===== src/rtl/fsm_bus_arbiter.sv =====
// ============================================================================
// Module      : fsm_bus_arbiter
// Description : Round-robin sharing of the flash/FSM tristate bus between two
//               requesters, sequenced through setup/strobe/hold/turnaround.
// Revision    : 1.0 - initial release
// ============================================================================
`timescale 1ns/1ps
`default_nettype none

module fsm_bus_arbiter #(
    parameter int ADDR_W = 25,
    parameter int DATA_W = 16,
    parameter int SETUP  = 2,
    parameter int WAIT   = 8,
    parameter int HOLD   = 2,
    parameter int TURN   = 1
) (
    input  logic              clk,
    input  logic              reset,
    input  logic              rq0_req,
    input  logic              rq0_cs,
    input  logic [ADDR_W-1:0] rq0_addr,
    input  logic              rq0_write,
    input  logic [DATA_W-1:0] rq0_wdata,
    output logic              rq0_ack,
    input  logic              rq1_req,
    input  logic              rq1_cs,
    input  logic [ADDR_W-1:0] rq1_addr,
    input  logic              rq1_write,
    input  logic [DATA_W-1:0] rq1_wdata,
    output logic              rq1_ack,
    output logic [DATA_W-1:0] rd_data,
    output logic              busy,
    output logic [ADDR_W-1:0] fsm_a,
    output logic [DATA_W-1:0] fsm_d_out,
    output logic              fsm_d_oe,
    input  logic [DATA_W-1:0] fsm_d_in,
    output logic [1:0]        fsm_cs_n,
    output logic              fsm_oen,
    output logic              fsm_wen
);

    localparam int CW = 16;

    localparam logic [2:0] c_st_idle   = 3'd0;
    localparam logic [2:0] c_st_setup  = 3'd1;
    localparam logic [2:0] c_st_access = 3'd2;
    localparam logic [2:0] c_st_hold   = 3'd3;
    localparam logic [2:0] c_st_turn   = 3'd4;

    localparam logic [CW-1:0] c_zero     = '0;
    localparam logic [CW-1:0] c_one      = CW'(1);
    localparam logic [CW-1:0] c_setup_ld = CW'(SETUP - 1);
    localparam logic [CW-1:0] c_wait_ld  = CW'(WAIT - 1);
    localparam logic [CW-1:0] c_hold_ld  = CW'(HOLD - 1);
    localparam logic [CW-1:0] c_turn_ld  = CW'(TURN - 1);

    logic [2:0]        r_state;
    logic [CW-1:0]     r_cnt;
    logic              r_sel;
    logic              r_last;
    logic              r_write;

    logic              w_any;
    logic              w_win;
    logic              w_cs;
    logic              w_write;
    logic [ADDR_W-1:0] w_addr;
    logic [DATA_W-1:0] w_wdata;

    // Under contention the requester not granted last wins; a sole requester always wins.
    always_comb begin
        w_any   = rq0_req | rq1_req;
        w_win   = (rq0_req & rq1_req) ? ~r_last : rq1_req;
        w_cs    = w_win ? rq1_cs    : rq0_cs;
        w_write = w_win ? rq1_write : rq0_write;
        w_addr  = w_win ? rq1_addr  : rq0_addr;
        w_wdata = w_win ? rq1_wdata : rq0_wdata;
    end

    assign busy = (r_state != c_st_idle);

    always_ff @(posedge clk or posedge reset) begin
        if (reset) begin
            r_state   <= c_st_idle;
            r_cnt     <= c_zero;
            r_sel     <= 1'b0;
            r_last    <= 1'b1;
            r_write   <= 1'b0;
            rq0_ack   <= 1'b0;
            rq1_ack   <= 1'b0;
            rd_data   <= '0;
            fsm_a     <= '0;
            fsm_d_out <= '0;
            fsm_d_oe  <= 1'b0;
            fsm_cs_n  <= 2'b11;
            fsm_oen   <= 1'b1;
            fsm_wen   <= 1'b1;
        end else begin
            rq0_ack <= 1'b0;
            rq1_ack <= 1'b0;
            case (r_state)
                c_st_idle: begin
                    if (w_any) begin
                        r_state   <= c_st_setup;
                        r_cnt     <= c_setup_ld;
                        r_sel     <= w_win;
                        r_last    <= w_win;
                        r_write   <= w_write;
                        fsm_a     <= w_addr;
                        fsm_d_out <= w_wdata;
                        fsm_d_oe  <= w_write;
                        fsm_cs_n  <= w_cs ? 2'b01 : 2'b10;
                    end
                end
                c_st_setup: begin
                    if (r_cnt == c_zero) begin
                        r_state <= c_st_access;
                        r_cnt   <= c_wait_ld;
                        fsm_oen <= r_write;
                        fsm_wen <= ~r_write;
                    end else begin
                        r_cnt <= r_cnt - c_one;
                    end
                end
                c_st_access: begin
                    if (r_cnt == c_zero) begin
                        if (!r_write) begin
                            rd_data <= fsm_d_in;
                        end
                        r_state <= c_st_hold;
                        r_cnt   <= c_hold_ld;
                        fsm_oen <= 1'b1;
                        fsm_wen <= 1'b1;
                        // A single-cycle hold is also the last hold cycle, so ack now.
                        if (HOLD == 1) begin
                            rq0_ack <= ~r_sel;
                            rq1_ack <= r_sel;
                        end
                    end else begin
                        r_cnt <= r_cnt - c_one;
                    end
                end
                c_st_hold: begin
                    if (r_cnt == c_zero) begin
                        fsm_cs_n <= 2'b11;
                        fsm_d_oe <= 1'b0;
                        if (TURN == 0) begin
                            r_state <= c_st_idle;
                        end else begin
                            r_state <= c_st_turn;
                            r_cnt   <= c_turn_ld;
                        end
                    end else begin
                        r_cnt <= r_cnt - c_one;
                        if (r_cnt == c_one) begin
                            rq0_ack <= ~r_sel;
                            rq1_ack <= r_sel;
                        end
                    end
                end
                c_st_turn: begin
                    if (r_cnt == c_zero) begin
                        r_state <= c_st_idle;
                    end else begin
                        r_cnt <= r_cnt - c_one;
                    end
                end
                default: begin
                    r_state <= c_st_idle;
                end
            endcase
        end
    end

endmodule

`default_nettype wire


===== config.mk =====
export PLATFORM = sky130hd
export DESIGN_NAME = fsm_bus_arbiter
export DESIGN_NICKNAME = d
export VERILOG_FILES = /design/src/rtl/fsm_bus_arbiter.sv
export SDC_FILE = /design/constraint.sdc
export NUM_CORES = 1
export LEC_CHECK = 0
export BUFFER_PORTS_ARGS = -buffer_cell sky130_fd_sc_hd__buf_2
export CAP_MARGIN = 0
export CORE_MARGIN = 2
export CORE_UTILIZATION = 48
export DETAILED_ROUTE_END_ITERATION = 16
export PLACE_DENSITY_LB_ADDON = 0.2
export SLEW_MARGIN = 20
export SYNTH_ARGS = -nofsm -noshare
export SYNTH_HDL_FRONTEND = slang
export SYNTH_SLANG_ARGS = --single-unit

===== constraint.sdc =====
create_clock -name clk -period 3.4 [get_ports clk]
set_input_delay 0.68 -clock clk [delete_from_list [all_inputs] [get_ports clk]]
set_output_delay 0.68 -clock clk [all_outputs]
set_load 0.01 [all_outputs]

After elaboration in Yosys (flattened, before gate mapping):

Index checks and enable logic that the tools add are counted.

* bitwise gates (word level): 5
* multiplexer cells: 35
* equal/unequal tests: 11
* add/sub/neg operators: 1
* reductions and logical operators: 12

Operator list (count)
* 16-bit 2-to-1 mux: 6
* 16-bit case mux with 5 select lines: 1
* 25-bit 2-to-1 mux: 1
* 16-bit by 1-bit equality test with 1-bit output, second input constant: 1
* 16-bit logical NOT: 1
* 16-bit by 1-bit subtractor with 16-bit output, second input constant: 1
* 3-bit 2-to-1 mux: 5
* 3-bit case mux with 5 select lines: 1
* 1-bit 2-to-1 mux: 14
* 2-bit inequality test, second input constant: 6
* 3-bit AND reduction: 4
* 3-bit by 2-bit equality test with 1-bit output, second input constant: 2
* 2-bit 2-to-1 mux: 3
* 1-bit case mux with 2 select lines: 3
* 5-bit AND reduction: 1
* 5-bit nonzero test: 1
* 2-bit case mux with 2 select lines: 1
* 2-bit nonzero test: 2
* 3-bit by 1-bit equality test with 1-bit output, second input constant: 1
* 3-bit equality test, second input constant: 1
* 3-bit logical NOT: 1
* 1-bit inverter: 3
* 3-bit nonzero test: 1
* 2-bit AND reduction: 1
* 2 further kinds: 2

* register bits: 86
* word-level logic and storage cells: 78
* input port bits: 106

Depth between registers and ports, before layout:

Gate-level depths: netlist of run 1.

* depth after elaboration: 6
* depth in mapped cells: 8
* depth with buffers taken out: 7

Worst setup path before layout of run 1:

Ideal clock, no wire load.

* kind: reg-to-reg
* from: register r_cnt[4]
* to: register rd_data[0]
* slack: 1.023 ns
* required time: 3.275 ns
* arrival: 2.252 ns
* clock period less this slack: 2.377 ns
* cell stages (with the launch flop): 8
* cells stage by stage: dfrtp_1 > nor4_4 > nand4_4 > or2_4 > or4_4 > buf_6 > buf_6 > mux2_4

* word-level cells in the longest chain between the ends: 2

Ends and longest elaborated chain
* start, declared: RTL line 59 `logic [CW-1:0] r_cnt;`
* start signal, assigned: RTL line 86 `r_cnt <= c_zero;`
* start signal, assigned: RTL line 106 `r_cnt <= c_setup_ld;`
* start signal, assigned: RTL line 119 `r_cnt <= c_wait_ld;`
* 16-bit logical NOT: RTL line 127 `if (r_cnt == c_zero) begin`
* 3-bit AND reduction (no line)
* end signal, assigned: RTL line 129 `rd_data <= fsm_d_in;`
* end, declared: RTL line 32 `output logic [DATA_W-1:0] rd_data,`

No other way between the ends.
A chain may end at the register's enable or synchronous reset.

Final worst setup path of run 1:

* from: register r_cnt[0]
* to: register r_cnt[12]

* word-level cells in the longest chain between the ends: 3
* elaborated cells between the ends (all ways): 9
* those cells by class: add/sub: 1; eq/ne: 1; mux: 5; reduce/logical: 2

Ends and longest elaborated chain
* 16-bit by 1-bit subtractor with 16-bit output or 16-bit logical NOT (tied branches)
* 16-bit 2-to-1 mux (tied with other cells): RTL line 163 `if (r_cnt == c_zero) begin`
* 16-bit case mux with 5 select lines or 3-bit AND reduction (tied branches)

Several ways; a longest one is shown, not always the timed one. The select of a mux whose other input is x is not followed.

==> summary.md, run 1 <==
| Metric | Value |
|---|---|
| MaxCap Viol Count | `0` |
| Fin util | `0.643` |
| Fin crit period | `2.51 ns` |
| Critical path startpoint category | `register` |
| Max-Slew Margin vs Limit | `0.520` |
| WP data arrival | `~2.7 ns` |
| Unrepaired setup endpoints after global routing | `no` |
| Drt wl/cell | `15.0 um` |
| Number of antenna violations at the first check in global routing | `0` |
| FP Rows | `33` |
| Flop and latch count out of synthesis | `between 80 and 90` |
| Post-synth top area cell | `dfrtp_1` |
| HP Class | `in2async` |
| Longest Clk Path Bufs | `2` |
| Hold_buf cts | `0` |
| Worst skew pair latency | `~0.35 ns` |
| First-pass GRT wire length | `17,100 um` |
| Final Cell Area | `around 5300 um2` |
| Actual slew at the worst max-slew pin | `just over 0.7 ns` |
| Post-cts gate resize count | `0` |
| Vias per cell | `5.18` |
| Routability cong. | `between 0.8 and 0.9` |
| Commonest non-fill, non-tap cell in the layout | `buf_2` |
| Overall Global Routing Usage | `0.221` |
| Synthesized instance count | `roughly 380` |
| H-tree level count | `3` |
| Worst Skew | `0.0133 ns` |
| # port buffers | `170` |
| Gr ovfl total | `0` |
| Via count | `~3.4k` |
| Share of cells above drive strength 1 | `0.405` |
| Final worst-path cycle share | `0.739` |
| Ant diodes | `0` |
| Synth area leaders | `dfrtp_1, mux2i_1, o21ai_0, nand2_1, mux2_4` |
| GR Util met2 | `0.375` |
| Ys Warns | `0` |
| Power per cell area | `around 720 nW/um2` |
| Iter 0 DRT Violations | `roughly 140` |
| Placed cells | `~650` |
| Final setup vio count | `0` |
| Met3 usage | `0.0614` |
| I/O pin count | `~170` |
| Met1 Use GR | `0.270` |
| Initial core utilization | `0.498` |
| Post-Route WL | `approximately 10000 um` |
| Clock sinks | `86` |
| Die area | `approximately 9400 um2` |
| Final ANT Viol Nets | `0` |
| Root Buffer | `clkbuf_8` |
| Mapped Nets | `about 490` |
| Leakage | `roughly 2.7 nW` |
| Height of the die | `~97 um` |
| Avg Synthesized Cell Area | `around 11 um2` |
| WS Path Type | `reg2reg` |
| Pin count of the biggest net entering global routing | `60` |
| DRC | `0` |
| Post-Syn Area | `between 4000 and 5000 um2` |
| CP Data Required Time | `around 3.6 ns` |
| Setup TNS | `0 ns` |
| Layout Nets | `660` |
| Commonest cells after routing, fill and taps aside | `buf_2, dfrtp_1, nand2_1, o21ai_0, mux2i_1` |
| Post-DP HPWL | `between 7000 and 8000 um` |
| Crit-path max FO | `13` |
| Final hold viol count | `0` |
| Seq/Total Area, Yosys | `0.523` |
| Area Growth Syn to Fin | `29.2%` |
| Setup Buffers After CTS | `0` |
| CORE AREA | `between 8000 and 9000 um2` |
| Synth cell types | `50` |
| Area share of the largest cell type after synthesis | `0.491` |
| Status | `complete, no violations` |
| Max Freq | `between 0.3 and 0.4 GHz` |
| CP Capture Type | `register` |
| Max IR drop VDD | `0.000384 V` |
| Die X | `96.8 um` |
| WHS | `0.359 ns` |
| CTS Buf Count | `9` |
| Placed cell areas | `between 5000 and 6000 um2` |
| First-pass DRT Iterations | `5` |
| Non-Filler Instances | `between 600 and 700` |
| Worst-path clk slew | `~0.090 ns` |
| GRT Max-Usage Layer | `met2` |
| CTS tree | `yes` |
| Pins Over Slew Limit | `0` |
| Vias in the first global route | `about 3.6k` |
-- metal layers --
metal  vias to the layer above  share of wire
met5                         -              0
met4                         0          0.015
met3                        11          0.067
met2                       122           0.49
met1                      1591           0.43
li1                       1697              -
-- path summary, 6_finish.rpt --
kind	startpoint	endpoint	slack, ns	cells past startpoint
worst max-delay path	r_cnt[0]	r_cnt[12]	0.89	8
worst min-delay path	reset	r_write	0.36	2
worst max register to register	r_cnt[0]	r_cnt[12]	0.89	8
worst min register to register	fsm_d_out[4]	fsm_d_out[4]	0.48	2
max in group asynchronous	reset	fsm_cs_n[0]	2.23	3
min in group clk	fsm_d_out[4]	fsm_d_out[4]	0.48	2
-- cell usage after synthesis (all sizes together) --
library cell,n
nand2,49
nor4b,1
nand4,8
a21boi,1
and4,1
a22o,1
and3,1
nor3b,1
nand3b,2
a21o,1
buf,2
a31oi,3
inv,6
o21ai,50
xor2,10
o211ai,4
nor2,24
o31ai,2
ha,3
mux2,17
a211oi,1
a21oi,6
a31o,1
dfstp,5
dfrtp,81
a221o,1
o221ai,1
a2111oi,1
nand2b,4
nor2b,1
nor4,5
mux2i,45
o31a,1
nand3,1
o21a,1
nor3,8
clkbuf,18
xnor2,1
or2,3
and2,1
or4,6
or3,4
-- flip-flops by register name (all words and copies together), names as in the netlist --
signal,cells
rq1_ack,1
r_write,1
rd_data,16
fsm_d_oe,1
r_last,1
fsm_a,25
r_sel,1
fsm_oen,1
fsm_cs_n,2
rq0_ack,1
r_state,3
fsm_d_out,16
r_cnt,16
fsm_wen,1
-- cells by family after synthesis --
kind of cell | Yosys count | synth area share
simple gates | 120 | 0.149
xor+xnor | 11 | 0.0233
flops | 86 | 0.523
fa+ha+maj | 3 | 0.00909
mux | 62 | 0.164
compound gates | 75 | 0.105
buf+inv | 26 | 0.0273
-- power breakdown --
part	internal, mW	switching, mW	total [mW]
Sequential	1.44	0.327	1.77
Combinational	0.597	0.721	1.32
Clock	0.413	0.359	0.772
Total	2.45	1.41	3.86
-- worst max-delay path: stages (launching register included) --
cell and delay (ns):
dfrtp_1 0.44, inv_1 0.14, ha_1 0.20, nor4b_1 0.43
nand4_1 0.43, mux2_2 0.40, nor2_1 0.08, buf_4 0.20
a21oi_1 0.06
-- area by class of cell --
type	instances	area, um2
Inverter	6	23.8
Timing Repair Buffer	177	928
Sequential cell	86	2160
Fill cell	706	2960
Tap cell	105	131
Clock buffer	10	128
Clock inverter	5	83.8
Multi-Input combinational cell	271	1880
-- metrics by stage --
step	setup WS [ns]	power [mW]
4_1_cts	0.878	3.89
2_1_floorplan	0.506	2.52
5_1_grt	0.471	4.16
3_5_place_dp	0.884	3.11
6_report	0.889	3.86
3_3_place_gp	0.983	3.06
Power figures use the tool's default switching activity.
==> inputs of run 2 (changes only) <==
Clock period 3.4 ns to 2.35 ns, I/O delays scaled along.
==> summary.md, run 2 (synthesized netlist as in run 1, its figures left out) <==
| Metric | Value |
|---|---|
| Status | `complete, no violations` |
| Share of cells above drive strength 1 | `0.421` |
| WP data arrival | `2.50 ns` |
| Vias in the first global route | `~3.5k` |
| R2r setup slk | `0.09 ns` |
| CORE AREA | `between 8000 and 9000 um2` |
| Die X | `96.8 um` |
| Ant diodes | `0` |
| Number of antenna violations at the first check in global routing | `0` |
| Unrepaired setup endpoints after global routing | `no` |
| Gr ovfl total | `0` |
| DRC | `0` |
| Design Power | `between 5 and 6 mW` |
| Commonest cells after routing, fill and taps aside | `buf_2, dfrtp_1, nand2_1` |
| Pins Over Slew Limit | `0` |
| Clock sinks | `86` |
| Final hold viol count | `0` |
| Delay-heaviest family, CP | `simple AND/OR/NAND/NOR gates` |
| Height of the die | `96.8 um` |
| CTS tree | `yes` |
| PnR worst setup slack | `approximately 0.09 ns` |
| Worst Skew | `0.0134 ns` |
| Final ANT Viol Nets | `0` |
| Die area | `between 9000 and 10,000 um2` |
| GR Util met2 | `0.366` |
| Worst r2r src | `r_cnt[3]` |
| Power per cell area | `1030 nW/um2` |
| Final setup vio count | `0` |
| I/O pin count | `between 150 and 200` |
| First-pass DRT Iterations | `4` |
| Layout Nets | `between 600 and 700` |
| H-tree level count | `3` |
| Worst-path clk slew | `0.09 ns` |
| Root Buffer | `clkbuf_8` |
| Setup Buffers After CTS | `0` |
| Hold_buf cts | `0` |
| Setup TNS | `0 ns` |
| R2R cell count | `5` |
| Max Freq | `0.442 GHz` |
| Post-Route WL | `10,000 um` |
| Crit-path max FO | `8` |
| Met3 usage | `0.0737` |
| CP Data Required Time | `around 2.6 ns` |
| Placed cell areas | `around 5200 um2` |
| Initial core utilization | `0.498` |
| Max-Slew Margin vs Limit | `0.724` |
| Commonest non-fill, non-tap cell in the layout | `buf_2` |
| Post-DP HPWL | `roughly 7500 um` |
| Max stage delay cell, worst path | `or4_4` |
| Final Cell Area | `between 5000 and 6000 um2` |
| CTS Buf Count | `9` |
| Max reg flops | `25` |
| FP Rows | `33` |
| Pin count of the biggest net entering global routing | `just over 70` |
| Non-Filler Instances | `670` |
| RR Endpoint | `rd_data[6]` |
| Post-cts gate resize count | `0` |
| Max IR drop VDD | `between 0.0005 and 0.0006 V` |
| Placed cells | `about 650` |
| GRT Max-Usage Layer | `met2` |
| Fin crit period | `approximately 2.3 ns` |
| Longest Clk Path Bufs | `2` |
| Critical Path, Cell by Cell | `nor4_4 -> nand4_4 -> or2_4 -> or4_4 -> mux2_4` |
| # port buffers | `170` |
| MaxCap Viol Count | `0` |
| WS Path Type | `reg2reg` |
| DP Worst Slack | `approximately 0.065 ns` |
| Routability cong. | `between 0.8 and 0.9` |
| Worst Path Buf+Inv | `0` |
| First-pass GRT wire length | `approximately 17,000 um` |
| Worst skew pair latency | `about 0.35 ns` |
| Largest stage delay on the critical path | `0.54 ns` |
| Final worst-path cycle share | `0.962` |
| Biggest register | `fsm_a` |
| CP Capture Type | `register` |
| Overall Global Routing Usage | `0.215` |
| Via count | `between 3k and 4k` |
| Actual slew at the worst max-slew pin | `roughly 0.41 ns` |
| Vias per cell | `roughly 5.2` |
| Critical path startpoint category | `register` |
| HP Class | `in2async` |
| Area Growth Syn to Fin | `31.7%` |
| Iter 0 DRT Violations | `roughly 180` |
| Leakage | `approximately 2.8 nW` |
| Drt wl/cell | `approximately 15 um` |
| Met1 Use GR | `0.268` |
-- run 2: cell count changes in the layout (fill, tap and decap cells not counted), sizes merged --
cell	before	now
clkbuf	10	11
inv	6	7
bufinv	2	1
buf	177	185
or4	6	7
-- run 2: worst max-delay path by stage --
stage               startpoint    endpoint  slack [ns]  cells after the start
global placement      r_cnt[3]  rd_data[2]        0.11                      5
finish                r_cnt[3]  rd_data[6]        0.09                      5
floorplan             r_cnt[3]  rd_data[0]        0.01                      7
CTS                   r_cnt[3]  rd_data[2]        0.05                      5
global route          r_cnt[1]     fsm_oen       0.005                      8
detailed placement    r_cnt[3]  rd_data[4]        0.07                      5
-- run 2: final cells by class --
class                           count  area, um2
Clock buffer                       11        141
Clock inverter                      5       66.3
Fill cell                         689       2860
Inverter                            6       26.3
Multi-Input combinational cell    272       1900
Sequential cell                    86       2160
Tap cell                          105        131
Timing Repair Buffer              185       1010
-- run 2: per-layer routing --
| metal | vias to the layer above | part of all wire |
|---|---|---|
| met5 | - | 0 |
| met4 | 0 | 0.011 |
| met3 | 8 | 0.078 |
| met2 | 128 | 0.51 |
| met1 | 1666 | 0.40 |
| li1 | 1714 | - |
-- run 2: report_power, final --
part           switching, mW  leakage, nW  total, mW  internal (mW)
logic                   1.07         1.62       1.97          0.896
clock network          0.549        0.102       1.08          0.534
registers              0.469         1.05       2.55           2.08
-- run 2: per-stage QoR --
step / hold slack (ns) / utilization
final: 0.0963 / 0.655
after global routing: 0.105 / 0.655
after CTS: 0.0977 / 0.649
after detailed placement: 0.465 / 0.624
after global placement: 0.458 / 0.624
after floorplan: 0.417 / -
